===== config.mk =====
export PLATFORM = sky130hd
export DESIGN_NAME = uart_tx_byte
export DESIGN_NICKNAME = d
export VERILOG_FILES = /design/src/rtl/uart_tx_byte.sv
export SDC_FILE = /design/constraint.sdc
export NUM_CORES = 1
export LEC_CHECK = 0
export ABC_AREA = 1
export CORE_AREA = 2 2 53 92
export CTS_CLUSTER_SIZE = 10
export DETAILED_ROUTE_END_ITERATION = 6
export DIE_AREA = 0 0 55 94
export GPL_TIMING_DRIVEN = 0
export HOLD_SLACK_MARGIN = 0.06
export MAX_ROUTING_LAYER = met4
export PLACE_DENSITY_LB_ADDON = 0.3
export SLEW_MARGIN = 0
export SYNTH_ARGS = -nofsm -noshare
export SYNTH_HDL_FRONTEND = slang
export SYNTH_SLANG_ARGS = --single-unit

===== constraint.sdc =====
create_clock -name clk -period 1.6 [get_ports clk]
set_input_delay 0.32 -clock clk [delete_from_list [all_inputs] [get_ports clk]]
set_output_delay 0.32 -clock clk [all_outputs]
set_load 0.05 [all_outputs]

===== src/rtl/uart_tx_byte.sv =====
// Byte-level 8N1 UART serializer with internal baud divider.
// Optional even parity bit when UART_TX_PARITY_EN is defined.
module uart_tx_byte #(
  parameter int CLK_FREQ = 100000000,
  parameter int BAUD     = 9600,
  parameter int N        = 8
) (
  input  logic         clk,
  input  logic         reset,
  input  logic         start,
  input  logic [N-1:0] data,
  output logic         txd,
  output logic         busy,
  output logic         done
);

  localparam int DIV = CLK_FREQ / BAUD;
  localparam int CW  = (DIV > 1) ? $clog2(DIV) : 1;
  localparam int IW  = (N > 1) ? $clog2(N) : 1;

  localparam logic [CW-1:0] CNT_LAST = CW'(DIV - 1);
  localparam logic [CW-1:0] CNT_STOP = CW'(DIV - 2);
  localparam logic [IW-1:0] IDX_LAST = IW'(N - 1);

  typedef enum logic [2:0] {
    S_IDLE,
    S_START,
    S_DATA,
    S_PARITY,
    S_STOP
  } state_e;

  state_e         state_q, state_d;
  logic [CW-1:0]  cnt_q, cnt_d;
  logic [IW-1:0]  idx_q, idx_d;
  logic [N-1:0]   shift_q, shift_d;
  logic [N-1:0]   shift_nx;
  logic           txd_q, txd_d;
  logic           busy_q, busy_d;
  logic           done_q, done_d;
`ifdef UART_TX_PARITY_EN
  logic           par_q, par_d;
`endif

  assign shift_nx = shift_q >> 1;

  always_comb begin
    state_d = state_q;
    cnt_d   = cnt_q;
    idx_d   = idx_q;
    shift_d = shift_q;
    txd_d   = txd_q;
    busy_d  = busy_q;
    done_d  = 1'b0;
`ifdef UART_TX_PARITY_EN
    par_d   = par_q;
`endif
    unique case (state_q)
      S_IDLE: begin
        // the done cycle is the last stop clock; refuse start there
        if (start && !done_q) begin
          state_d = S_START;
          shift_d = data;
          cnt_d   = '0;
          idx_d   = '0;
          txd_d   = 1'b0;
          busy_d  = 1'b1;
`ifdef UART_TX_PARITY_EN
          par_d   = ^data;
`endif
        end
      end
      S_START: begin
        if (cnt_q == CNT_LAST) begin
          cnt_d   = '0;
          state_d = S_DATA;
          txd_d   = shift_q[0];
        end else begin
          cnt_d = cnt_q + 1'b1;
        end
      end
      S_DATA: begin
        if (cnt_q == CNT_LAST) begin
          cnt_d   = '0;
          shift_d = shift_nx;
          if (idx_q == IDX_LAST) begin
            idx_d = '0;
`ifdef UART_TX_PARITY_EN
            state_d = S_PARITY;
            txd_d   = par_q;
`else
            state_d = S_STOP;
            txd_d   = 1'b1;
`endif
          end else begin
            idx_d = idx_q + 1'b1;
            txd_d = shift_nx[0];
          end
        end else begin
          cnt_d = cnt_q + 1'b1;
        end
      end
      S_PARITY: begin
        if (cnt_q == CNT_LAST) begin
          cnt_d   = '0;
          state_d = S_STOP;
          txd_d   = 1'b1;
        end else begin
          cnt_d = cnt_q + 1'b1;
        end
      end
      S_STOP: begin
        if (cnt_q == CNT_STOP) begin
          cnt_d   = '0;
          state_d = S_IDLE;
          busy_d  = 1'b0;
          done_d  = 1'b1;
        end else begin
          cnt_d = cnt_q + 1'b1;
        end
      end
      default: begin
        state_d = S_IDLE;
        txd_d   = 1'b1;
        busy_d  = 1'b0;
      end
    endcase
  end

  always_ff @(posedge clk) begin
    if (reset) begin
      state_q <= S_IDLE;
      cnt_q   <= '0;
      idx_q   <= '0;
      shift_q <= '0;
      txd_q   <= 1'b1;
      busy_q  <= 1'b0;
      done_q  <= 1'b0;
    end else begin
      state_q <= state_d;
      cnt_q   <= cnt_d;
      idx_q   <= idx_d;
      shift_q <= shift_d;
      txd_q   <= txd_d;
      busy_q  <= busy_d;
      done_q  <= done_d;
    end
  end

`ifdef UART_TX_PARITY_EN
  always_ff @(posedge clk) begin
    if (reset) begin
      par_q <= 1'b0;
    end else begin
      par_q <= par_d;
    end
  end
`endif

  assign txd  = txd_q;
  assign busy = busy_q;
  assign done = done_q;

endmodule


==> results.yml <==
outcome:
  status: "finished clean"
global_route:
  grt_use_total_pct: 20.1
  use_met2_pct: 35.9
  grt_pass1_wl_um: 7440
  grt_pass1_vias: 1730
  use_met3_pct: 3.50
  busiest_layer: "met2"
  grt_max_degree: 11
  use_met1_pct: 20.0
  globalRoute.totalOverflow: 0
  antenna_found_initial: 0
sta:
  period_share_pct: 93.0
  hold_violations: 0
  max_freq_mhz: 672
  drv_slew: 0
  skew_ps: 5.91
  max_slew_margin_pct: 63.6
  layout_setup_ws_ps: 112
  rsz0062_at_grt: "no"
  fin_crit_ps: 1490
  worstMarginPinSlew_ps: 545
  setup_viol: 0
  setup_tns_ps: 0
synth:
  ys_warn_count: 0
  syn_area_per_cell_um2: 6.94
  synth_area_mm2: 0.00194
  ys_types: 34
  synth_ff_type: "dfxtp_1"
  netlist_instances: 280
  synth_xor_area_share_pct: 1.80
  ys_seq_area_share_pct: 31.9
  synth_top_family_by_area: "simple AND/OR/NAND/NOR gates"
  synth_edf_count: 0
  synthSimpleGateAreaFrac_pct: 46.1
  synth_compound_area_share_pct: 8.94
  synth_async_sr_flop_share_pct: 0
  synth_mux_area_share_pct: 0
  syn-num-nets: 295
  ys_seq_elements: 31
  synthAdderAreaFrac_pct: 2.57
place:
  dp_slack_ps: -52.9
  dpl.hpwl_um: 3180
  port_buffers: 13
  place.gp.congestion: 0.820
  placed_area_mm2: 0.00214
floorplan:
  start_util_pct: 44.1
  io_pins: 14
  die_height_um: 94
  die_w_um: 55
  dieArea_mm2: 0.00517
  num_rows: 32
  fp.coreArea_mm2: 0.00440
layout:
  nets: 316
  final_common_cell: "nand2_1"
  area_growth_pct: 15.5
  layout_common_cells: "nand2_1 (85), nor2_1 (44), dfxtp_1 (26)"
  n_antenna_cell: 0
  stdcell_area_mm2: 0.00225
  fin_util_pct: 51.0
  drive_above_1_share_pct: 17.0
drt:
  drc: 0
  postRouteAntennaNets: 0
  firstDrtPassIters: 4
  wl_per_cell_um: 11.7
  first_iter_violations: 37
  drt-total-wl_um: 4120
  avgViaCountPerCell: 4.93
  vias: 1730
cts:
  cts_tree: "yes"
  clk_latency_ps: 280
  cts_htree_levels: 2
  clock-root-buffer: "clkbuf_8"
  clkTransAtPathRegs_ps: 60
  cts.sinks: 31
  cts-buffers-inserted: 5
  cts_buffer_depth: 2
job:
  cap_violations: 0
worst_setup_path:
  crit_required_ps: 1770
  slowest_delay_ps: 370
  timing.rr.start: "cnt_q[1]$_SDFFE_PP0P_"
  worstSetupPathType: "flip-flop to flip-flop"
  cp-end-kind: "flip-flop"
  crit_path_start_kind: "flip-flop"
  crit_path_frequent_cell: "nand2_4"
  worstSetupStartpoint: "cnt_q[1]$_SDFFE_PP0P_"
  critPathArrivalTime_ps: 1660
  path_cells: "ha_4 -> nand3_2 -> nor2_4 -> nand2_2 -> nand2_4 -> nand2_4 -> o21ai_4 -> nor2_1"
  cpMaxStageDelayCell: "dfxtp_2"
  path_buf_inv: 0
  crit_fanout: 5
  cp_top_family: "simple AND/OR/NAND/NOR gates"
pwr:
  power_mw: 2.98
  leakage_nw: 0.948
  power_density_mw_per_mm2: 1330
  ir_drop_uv: 967
hold_path:
  hold_path_class: "flip-flop to flip-flop"
  min_from: "txd$_SDFFE_PP1P_"
-- cells by family after synthesis --
family	Yosys count
buffers and inverters	35
adders and majority gates	4
DFF	31
xor gates and xnor gates	4
and+or+nand+nor	180
AOI/OAI and AO/OA	26
-- flip-flops by register name (all words and copies together), names as in the netlist --
signal	flops
busy	1
cnt_q	14
done	1
idx_q	3
shift_q	8
state_q	3
txd	1
-- where the power goes --
| group | total [mW] | internal, mW | switching, mW |
|---|---|---|---|
| registers | 1.03 | 0.916 | 0.117 |
| logic | 1.38 | 0.486 | 0.892 |
| clock network | 0.572 | 0.290 | 0.283 |
| total | 2.98 | 1.69 | 1.29 |
-- metrics by stage --
step	instances	hold slack, ps
CTS	350	469
floorplan	280	399
detailed placement	344	453
finish	351	466
global route	351	496
global placement	344	449
-- timing repair --
| item | in CTS | in global routing |
|---|---|---|
| pin swaps | 2 | 2 |
| buffers inserted | 0 | 1 |
| hold buffers | 0 | 0 |
| endpoints found under the setup margin | 10 | 14 |
| resized for setup | 6 | 8 |
-- per-layer routing --
layer,part of all wire (%),wire length [um]
met1,38,1550
met2,57,2350
met4,2.7,113
met3,2.4,99
met5,0,0
-- path summary, 6_finish.rpt --
path                                               to  slack (ps)  cells after the start
worst max-delay path            cnt_q[5]$_SDFFE_PP0P_         110                      8
worst min register to register       txd$_SDFFE_PP1P_         470                      2
worst max register to register  cnt_q[5]$_SDFFE_PP0P_         110                      8
worst min-delay path                 txd$_SDFFE_PP1P_         470                      2
-- synth_stat cells, drive strengths merged, types with 3 or more instances --
cell type,count,area share (%)
a21oi,12,3.5
buf,3,1.6
dfxtp,31,32
ha,4,2.6
inv,30,6.2
nand2,96,21
nand3,25,8.9
nand4,4,1.3
nor2,52,13
o21ai,9,3.5
xor2,4,1.8
-- layout make-up --
class                           instances  area, um^2
Buffer                                  5        48.8
Clock buffer                            6        72.6
Fill cell                             455        2160
Inverter                               30         120
Multi-Input combinational cell        214        1180
Sequential cell                        31         627
Tap cell                               51        63.8
Timing Repair Buffer                   14         134
-- worst reg2reg max path, delay by kind of cell, from the launching register on --
family / cells / cell delay (ps)
flip-flops: 1 / 370
AND/OR/NAND/NOR: 6 / 660
adder cells (fa/ha/maj): 1 / 150
AO/OA/AOI/OAI: 1 / 190
Note: power is estimated with default switching activity, not from simulation.
